## config.mk

```make
export PLATFORM = sky130hd
export DESIGN_NAME = free_list_mw
export DESIGN_NICKNAME = d
export VERILOG_FILES = /design/src/rtl/rename_pkg.sv /design/src/rtl/free_list_prefix.sv /design/src/rtl/free_list_mw.sv
export SDC_FILE = /design/constraint.sdc
export NUM_CORES = 1
export LEC_CHECK = 0
export BUFFER_PORTS_ARGS = -buffer_cell sky130_fd_sc_hd__buf_4
export CAP_MARGIN = 15
export CORE_ASPECT_RATIO = 0.5
export CORE_UTILIZATION = 45
export DETAILED_ROUTE_END_ITERATION = 12
export SLEW_MARGIN = 10
export SYNTH_ARGS = -nofsm -noshare
export SYNTH_HDL_FRONTEND = slang
export SYNTH_SLANG_ARGS = --single-unit
```

## constraint.sdc

```tcl
create_clock -name clk -period 12.71 [get_ports clk]
set_input_delay 2.542 -clock clk [delete_from_list [all_inputs] [get_ports clk]]
set_output_delay 2.542 -clock clk [all_outputs]
set_load 0.05 [all_outputs]
```

## src/rtl/rename_pkg.sv

```systemverilog
// Shared rename-stage definitions: default sizing, the physical tag type and
// a small popcount helper used by the free list and the map table.
package rename_pkg;
    localparam int DEF_NUM_PREG = 64;
    localparam int DEF_NUM_AREG = 32;
    localparam int DEF_WAY      = 4;
    localparam int DEF_PREG_W   = $clog2(DEF_NUM_PREG);
    localparam int DEF_PTR_W    = $clog2(DEF_NUM_PREG - DEF_NUM_AREG);

    typedef logic [DEF_PREG_W-1:0] preg_t;

    // Handles up to 8 lanes, the widest rename width supported.
    function automatic logic [3:0] popcount(input logic [7:0] v);
        logic [3:0] c;
        c = '0;
        for (int i = 0; i < 8; i++) begin
            c = c + {3'b000, v[i]};
        end
        return c;
    endfunction
endpackage

```

## src/rtl/free_list_prefix.sv

```systemverilog
// Exclusive prefix count of a request vector: lane k gets the number of
// requesting lanes below it, plus the overall request total.
module free_list_prefix
    import rename_pkg::*;
#(
    parameter  int WAY   = DEF_WAY,
    localparam int OFF_W = $clog2(WAY + 1)
) (
    input  logic [WAY-1:0]       req,
    output logic [WAY*OFF_W-1:0] offset,
    output logic [OFF_W-1:0]     total
);
    for (genvar gi = 0; gi < WAY; gi++) begin : g_lane
        localparam logic [WAY-1:0] LOWER_MASK = WAY'((1 << gi) - 1);
        assign offset[gi*OFF_W +: OFF_W] = OFF_W'(popcount(8'(req & LOWER_MASK)));
    end

    assign total = OFF_W'(popcount(8'(req)));
endmodule

```

## src/rtl/free_list_mw.sv

```systemverilog
// Multi-way circular free list of physical register tags: all-or-nothing
// allocation, multi-lane commit push, checkpoint flush and sticky error flags.
module free_list_mw
    import rename_pkg::*;
#(
    parameter  int NUM_PREG = DEF_NUM_PREG,
    parameter  int NUM_AREG = DEF_NUM_AREG,
    parameter  int DEPTH    = NUM_PREG - NUM_AREG,
    parameter  int WAY      = DEF_WAY,
    localparam int PREG_W   = $clog2(NUM_PREG),
    localparam int PTR_W    = $clog2(DEPTH),
    localparam int CNT_W    = $clog2(WAY + 1)
) (
    input  logic                  clk,
    input  logic                  rst,
    input  logic                  stall,
    input  logic [WAY-1:0]        alloc_req,
    output logic                  alloc_ok,
    output logic [WAY*PREG_W-1:0] pr_out,
    input  logic [CNT_W-1:0]      free_cnt,
    input  logic [WAY*PREG_W-1:0] free_pr_in,
    input  logic                  flush,
    input  logic [PTR_W:0]        flush_pos,
    output logic [PTR_W:0]        curr_pos,
    output logic [PTR_W:0]        free_count,
    output logic                  list_empty,
    output logic                  err_overflow,
    output logic                  err_underflow
);
    // Wide enough that count + commit lanes never wraps before the range check.
    localparam int EXT_W = PTR_W + CNT_W + 1;

    logic [PTR_W:0]      alloc_q, alloc_d;
    logic [PTR_W:0]      cmt_q, cmt_d;
    logic [PREG_W-1:0]   list_q [DEPTH];
    logic [PREG_W-1:0]   list_d [DEPTH];
    logic                err_ov_q, err_ov_d;
    logic                err_un_q, err_un_d;
    logic [WAY*CNT_W-1:0] lane_off;
    logic [CNT_W-1:0]    n_req;
    logic [EXT_W-1:0]    n_grant;
    logic [EXT_W-1:0]    post_cnt;
    logic                commit_ok;
    logic [PTR_W:0]      flush_span;

    free_list_prefix #(.WAY(WAY)) u_prefix (
        .req    (alloc_req),
        .offset (lane_off),
        .total  (n_req)
    );

    assign free_count    = cmt_q - alloc_q;
    assign list_empty    = (free_count == '0);
    assign alloc_ok      = !stall && !flush && (free_count >= (PTR_W+1)'(n_req));
    assign curr_pos      = alloc_q;
    assign err_overflow  = err_ov_q;
    assign err_underflow = err_un_q;

    // Idle lanes read the head entry so their mux select stays trivial.
    for (genvar gi = 0; gi < WAY; gi++) begin : g_rd
        logic [PTR_W-1:0] rd_idx;
        assign rd_idx = alloc_q[PTR_W-1:0] +
                        (alloc_req[gi] ? PTR_W'(lane_off[gi*CNT_W +: CNT_W]) : '0);
        assign pr_out[gi*PREG_W +: PREG_W] = list_q[rd_idx];
    end

    always_comb begin
        list_d    = list_q;
        cmt_d     = cmt_q;
        err_ov_d  = err_ov_q;
        err_un_d  = err_un_q;
        n_grant   = alloc_ok ? EXT_W'(n_req) : '0;
        post_cnt  = EXT_W'(free_count) + EXT_W'(free_cnt) - n_grant;
        commit_ok = (free_cnt <= CNT_W'(WAY)) && (post_cnt <= EXT_W'(DEPTH));

        if (commit_ok) begin
            for (int j = 0; j < WAY; j++) begin
                if (CNT_W'(j) < free_cnt) begin
                    list_d[cmt_q[PTR_W-1:0] + PTR_W'(j)] = free_pr_in[j*PREG_W +: PREG_W];
                end
            end
            cmt_d = cmt_q + (PTR_W+1)'(free_cnt);
        end else begin
            err_ov_d = 1'b1;
        end

        // The checkpoint must lie within DEPTH entries behind the new commit point.
        alloc_d    = alloc_q + (PTR_W+1)'(n_grant);
        flush_span = cmt_d - flush_pos;
        if (flush) begin
            if (flush_span <= (PTR_W+1)'(DEPTH)) begin
                alloc_d = flush_pos;
            end else begin
                err_un_d = 1'b1;
            end
        end
    end

    always_ff @(posedge clk) begin
        if (rst) begin
            for (int i = 0; i < DEPTH; i++) begin
                list_q[i] <= PREG_W'(NUM_AREG + i);
            end
            alloc_q  <= '0;
            cmt_q    <= (PTR_W+1)'(DEPTH);
            err_ov_q <= 1'b0;
            err_un_q <= 1'b0;
        end else begin
            list_q   <= list_d;
            alloc_q  <= alloc_d;
            cmt_q    <= cmt_d;
            err_ov_q <= err_ov_d;
            err_un_q <= err_un_d;
        end
    end
endmodule

```

Word level (Yosys, flattened, before mapping)

Cells that the tools add are included.

Div/mod/pow operators: 0
Multiplexer cells: 38
Add/sub/neg operators: 15
$lt $le $gt $ge: 20
$mul: 0
Shift-type cells: 0
Eq/ne operators: 0
Bitwise gates (word level): 9
Reduce and logical (&&, ||, !) cells: 11

Operators by type and width:

| kind                  | number |
|---|---|
| $mux W192             | 7 |
| $bwmux W192           | 4 |
| $bmux W6 S5           | 4 |
| $demux W6 S5          | 4 |
| $mux W6               | 15 |
| $ge A6 B6 Y1 const B  | 8 |
| $not A5 Y6            | 8 |
| $lt A6 B1 Y1 const B  | 4 |
| $add A6 B3 Y6         | 2 |
| $sub A6 B6 Y6         | 2 |
| $add A5 B2 Y5 const B | 2 |
| $add A5 B3 Y5         | 2 |
| $le A9 B6 Y1 const B  | 1 |
| $mux W3               | 3 |
| $sub A7 B3 Y8         | 1 |
| $add A6 B3 Y7         | 1 |
| $logic_and A1 B1 Y1   | 7 |
| $ge A6 B3 Y1          | 1 |
| $le A6 B6 Y1 const B  | 1 |
| $logic_not A6 Y1      | 1 |
| $lt A1 B3 Y1 const A  | 2 |
| $lt A2 B3 Y1 const A  | 2 |
| $add A5 B1 Y5         | 1 |
| $add A5 B1 Y5 const B | 1 |
| 8 further kinds       | 9 |

Bits in latches: 0
Memories kept: 0
Memory bits (read-only): 0
Memory bits (writable): 0
Flip-flop bits (word level): 206
Logic and storage cells: 129

Longest topological paths before layout

Depth after elaboration: 18
Depth in mapped cells: 36
Depth with buffers taken out: 33

Modules after synthesis

A second synthesis with hierarchy kept.

Cell total of the unflattened synthesis: 2698
Area, all modules: 23346.1 sq um

Modules (own cells, without submodules):

| module           | cells an instance | instances | area each (sq um) |
|---|---|---|---|
| free_list_mw     | 2674              | 1         | 23162.2 |
| free_list_prefix | 24                | 1         | 183.9 |

Worst setup path before layout

No wires, ideal clock.

Kind: input port to flip-flop
From: in alloc_req[0]
To: reg alloc_q[1], in the netlist curr_pos[1]
Path slack: 1.418 ns
Arrival time: 11.171 ns
Data required time: 12.589 ns
Cell stages on the path: 33
Cells stage by stage: inv_1 -> fa_1 -> inv_1 -> ha_1 -> inv_1 -> fa_1 -> ha_1 -> a21oi_1 -> nor2b_1 -> o31ai_1 -> a211oi_1 -> nand2b_1 -> fa_1 -> inv_1 -> fa_1 -> nand2b_1 -> a21oi_1 -> a31oi_1 -> or3_4 -> a2111oi_4 -> clkbuf_1 -> clkbuf_1 -> nand2_1 -> o21ai_0 -> ha_1 -> nor2b_1 -> o211ai_1 -> nand3b_1 -> a21oi_1 -> xor3_1 -> or4b_4 -> a31oi_4 -> mux2_2

Longest elaborated chain between the ends: 14
Elaborated cells between the ends (all ways): 15
Those cells by class: add/sub (6); order compare (3); mux (4); reduce/logical (2)

RTL lines:

| element              | line                | source |
|---|---|---|
| from (decl)          | free_list_mw.sv:17  | `input logic [WAY-1:0] alloc_req,` |
| $add A1 B1 Y2        | rename_pkg.sv:17    | `c = c + {3'b000, v[i]};` |
| $add A2 B1 Y3        | rename_pkg.sv:17    |  |
| $add A3 B1 Y3        | rename_pkg.sv:17    |  |
| $ge A6 B3 Y1         | free_list_mw.sv:54  | `assign alloc_ok = !stall && !flush && (free_count >= (PTR_W+1)'(n_req));` |
| $logic_and A1 B1 Y1  | free_list_mw.sv:54  |  |
| net alloc_ok         | free_list_mw.sv:18  | `output logic alloc_ok,` |
| $mux W3              | free_list_mw.sv:72  | `n_grant = alloc_ok ? EXT_W'(n_req) : '0;` |
| $sub A7 B3 Y8        | free_list_mw.sv:73  | `post_cnt = EXT_W'(free_count) + EXT_W'(free_cnt) - n_grant;` |
| $le A9 B6 Y1         | free_list_mw.sv:74  | `commit_ok = (free_cnt <= CNT_W'(WAY)) && (post_cnt <= EXT_W'(DEPTH));` |
| $logic_and A1 B1 Y1  | free_list_mw.sv:74  |  |
| $mux W6              | free_list_mw.sv:76  | `if (commit_ok) begin` |
| net cmt_d[1]         | free_list_mw.sv:34  | `logic [PTR_W:0] cmt_q, cmt_d;` |
| $sub A6 B6 Y6        | free_list_mw.sv:89  | `flush_span = cmt_d - flush_pos;` |
| $le A6 B6 Y1         | free_list_mw.sv:91  | `if (flush_span <= (PTR_W+1)'(DEPTH)) begin` |
| $mux W6              | free_list_mw.sv:91  |  |
| $mux W6              | free_list_mw.sv:90  | `if (flush) begin` |
| to (signal assigned) | free_list_mw.sv:110 | `alloc_q <= alloc_d;` |
| to (decl)            | free_list_mw.sv:33  | `logic [PTR_W:0] alloc_q, alloc_d;` |

The timed path passes the listed nets, and every way through them passes these cells.
A chain may end at the register's enable or synchronous reset.

Final worst setup path

From: in alloc_req[0]
To: reg alloc_q[2], in the netlist curr_pos[2]

Longest elaborated chain between the ends: 14
Elaborated cells between the ends (all ways): 15
Those cells by class: add/sub (6); order compare (3); mux (4); reduce/logical (2)

RTL lines:

| element                 | line |
|---|---|
| $add A1 B1 Y2 (*)       | rename_pkg.sv:17 |
| $add A2 B1 Y3 (*)       | rename_pkg.sv:17 |
| $add A3 B1 Y3 (*)       | rename_pkg.sv:17 |
| $ge A6 B3 Y1            | free_list_mw.sv:54 |
| $logic_and A1 B1 Y1     | free_list_mw.sv:54 |
| $mux W3 (*)             | free_list_mw.sv:72 |
| $sub A7 B3 Y8 (*)       | free_list_mw.sv:73 |
| $le A9 B6 Y1 (*)        | free_list_mw.sv:74 |
| $logic_and A1 B1 Y1 (*) | free_list_mw.sv:74 |
| $mux W6 (*)             | free_list_mw.sv:76 |
| net cmt_d[1]            | free_list_mw.sv:34 |
| $sub A6 B6 Y6 (*)       | free_list_mw.sv:89 |
| $le A6 B6 Y1 (*)        | free_list_mw.sv:91 |
| $mux W6 (*)             | free_list_mw.sv:91 |
| $mux W6 (*)             | free_list_mw.sv:90 |

The timed path passes the listed nets; every way through them passes the cells marked *.

==> summary.txt <==
Clock network
  – Worst-skew pair later-pin latency: 0.58 ns
  – Setup bufs post-CTS: 0
  – Hold Buf Count CTS: 0
  – CTS clk-pin slew, worst paths: 0.06 ns
  – Root Buffer: clkbuf_16
  – Cts bufs inserted: 25
  – Sink Count: 206
  – H-tree depth: 1
  – Deepest clock path buffer count: 3
  – CTS tree: built
  – Post_cts resized: 0

Die
  – # IOs: 81
  – Initial Util: 45.9%
  – Core Rows: 58
  – Core Area: 0.0506 sq mm
  – Total Die Area: 0.0526 sq mm
  – Die height: 163 microns
  – Die X: 323 microns

Synth
  – Syn Area/Cell: 8.73 sq um
  – Mapped cell area: 0.0232 sq mm
  – Share of the synthesized area in the top cell type: 23.3%
  – Seq/Total Area, Yosys: 17.8%
  – Top cells by area, synth: mux4_2 23%, dfxtp_1 18%, mux2i_1 9.4%, nand2_1 5.2%, mux2_2 5.1%
  – Distinct cells, synth: 69
  – Gate Count Post-Synth: 2659
  – Register bit total from synthesis: 206
  – Top_reg_cell synth: dfxtp_1
  – Post-synth ARST share: 0%
  – Synth Warn #: 0
  – EDFF count, synth: 0
  – Synthesized net count: 2752
  – Area leader, netlist: mux4_2

Detailed routing
  – DRT iter0 DRCs: 3754
  – First drt pass iteration count: 6
  – Metal3 WL: 17.2 mm
  – WL met1: 40.9 mm
  – WL final: 108 mm
  – Via count: 23900
  – Remaining antenna violation count: 0
  – Via density: 7.37
  – Met2 WL post-DR: 43.9 mm
  – # DRC: 0
  – Top routing layer in use: met5
  – Wire per inst: 33.5 microns

Worst setup path
  – CP arrival: 10.29 ns
  – CP peak stage delay: 0.55 ns
  – Worst setup SP type: input pin
  – CP required: 13.18 ns
  – Critical path peak fanout: 6
  – Slowest CP cell: fa_1
  – Setup crit end kind: register
  – Kind of critical path: in -> reg

STA
  – Fin. Hold Viols: 0
  – Setup violators final: 0
  – Slew Viols, Final: 0
  – Post-route setup TNS: 0 ns
  – RSZ-0062 raised after global routing: false
  – Minimum clock period: 9.82 ns
  – Worst Tran Pin Value: 1.22 ns
  – Final critical-path share of the clock period: 77.3%
  – Max Clock Freq: 102 MHz
  – Worst Skew: 0.0169 ns
  – Worst slew margin: 19.0%

Hold path
  – Worst min-delay path category: reg -> reg

Global routing
  – Total track usage: 40.6%
  – Grt ovf: 0
  – First-pass GRT wire length: 155 mm
  – Vias in the first global route: 21600
  – Initial antenna violation count: 5
  – Largest net degree at the start of global routing: 155

Finish
  – Commonest non-fill, non-tap cell in the layout: nand2_1
  – Non-Filler Instances: 3236
  – Fin nets: 2617
  – Commonest non-fill, non-tap cells in the layout: 324 x nand2_1, 240 x mux4_2, 217 x a21oi_1, 217 x mux2i_1, 203 x dfxtp_1
  – Layout filler cell count: 4749
  – Layout area overhead: 7.97%
  – Multi-input gate area: 0.0180 sq mm
  – Layout cells sized above 1: 22.3%
  – Design area: 0.0251 sq mm
  – Flip-flop and latch area: 0.00413 sq mm

Placed design
  – RePlAce Congestion: 1.03
  – DP Area: 0.0240 sq mm
  – Dpl cells: 3174
  – Hpwl dp: 69.3 mm
  – Port buffer count: 80

Job
  – Max-cap violations: 0

Pwr
  – P per Cell Area: 240 mW/mm^2
  – VDD IR-drop max: 0.382 mV
  – Leakage: 0.00865 uW

Run status
  – Status: completed
cells in the mapped netlist (7+ instances only):
library cell  number
a211o_1          105
a211oi_1          63
a21o_1             8
a21oi_1          217
a31o_2             7
a31oi_1           48
buf_1             24
clkbuf_1         270
dfxtp_1          206
fa_1              11
ha_1              41
inv_1             33
mux2_2           106
mux2i_1          217
mux4_2           240
nand2_1          324
nand2b_1          18
nand3_1           21
nand3b_1          11
nor2_1           177
nor2b_1           16
nor3_1            63
o211ai_1          88
o21ai_0          196
o221ai_1          20
or3_1             19
xnor2_1           26
report_power, final:
part | leakage, uW | total, uW | switching (uW) | internal (uW)
logic | 0.00652 | 4230 | 2660 | 1570
registers | 0.00168 | 943 | 174 | 769
clock network | 0.000452 | 856 | 349 | 507
total | 0.00865 | 6030 | 3180 | 2850
metrics by stage:
step	power, uW	utilization (%)	hold slack (ns)	setup WS (ns)
after floorplan	3870	-	0.472	1.42
after global placement	5010	47.5	0.452	2.44
after detailed placement	5040	47.5	0.462	2.32
after CTS	5900	49.3	0.476	2.90
after global routing	6250	49.5	0.531	2.30
final	6030	49.6	0.473	2.89
worst max-delay path: cells and delay by family:
family	cells	cell delay [ns]
adders and majority gates	7	2.81
AOI/OAI and AO/OA	10	2.38
and+or+nand+nor	7	1.64
muxes	1	0.37
buffers and inverters	5	0.32
xor gates and xnor gates	1	0.21
sequential cells by signal (all words and copies together) (netlist names):
signal / count
curr_pos: 6
err_overflow: 1
cmt_q: 6
list_q: 192
err_underflow: 1
cell families after synthesis:
logic type / after synthesis / share of synthesized area [%]
simple gates: 680 / 12.7
flops: 206 / 17.8
buf+inv: 333 / 5.41
mux: 564 / 37.8
compound gates: 793 / 21.9
fa+ha+maj: 52 / 3.16
xor+xnor: 31 / 1.23
path summary, 6_finish.rpt:
kind	from	to	slack [ns]	cells after the start
max	alloc_req[0]	curr_pos[2]$_SDFF_PP0_	2.89	31
min	err_overflow$_SDFFE_PP0P_	err_overflow$_SDFFE_PP0P_	0.47	2
max reg2reg	curr_pos[2]$_SDFF_PP0_	curr_pos[2]$_SDFF_PP0_	3.24	28
min reg2reg	err_overflow$_SDFFE_PP0P_	err_overflow$_SDFFE_PP0P_	0.47	2
routing by layer:
layer  GRT usage [%]  up-vias
met5            1.11        -
met4            18.8        9
met3            16.6      446
met2            57.1     1870
met1            53.7    11600
li1                -     9893
layout make-up:
type	instances	area share [%]
multi-input combinational	2120	71.8
clock inverter	18	1.07
sequential	206	16.5
clock buffer	27	2.57
timing repair buffer	136	4.10
inverter	35	0.524
tap	690	3.44
antenna	4	0.0399
Power figures use the tool's default switching activity.
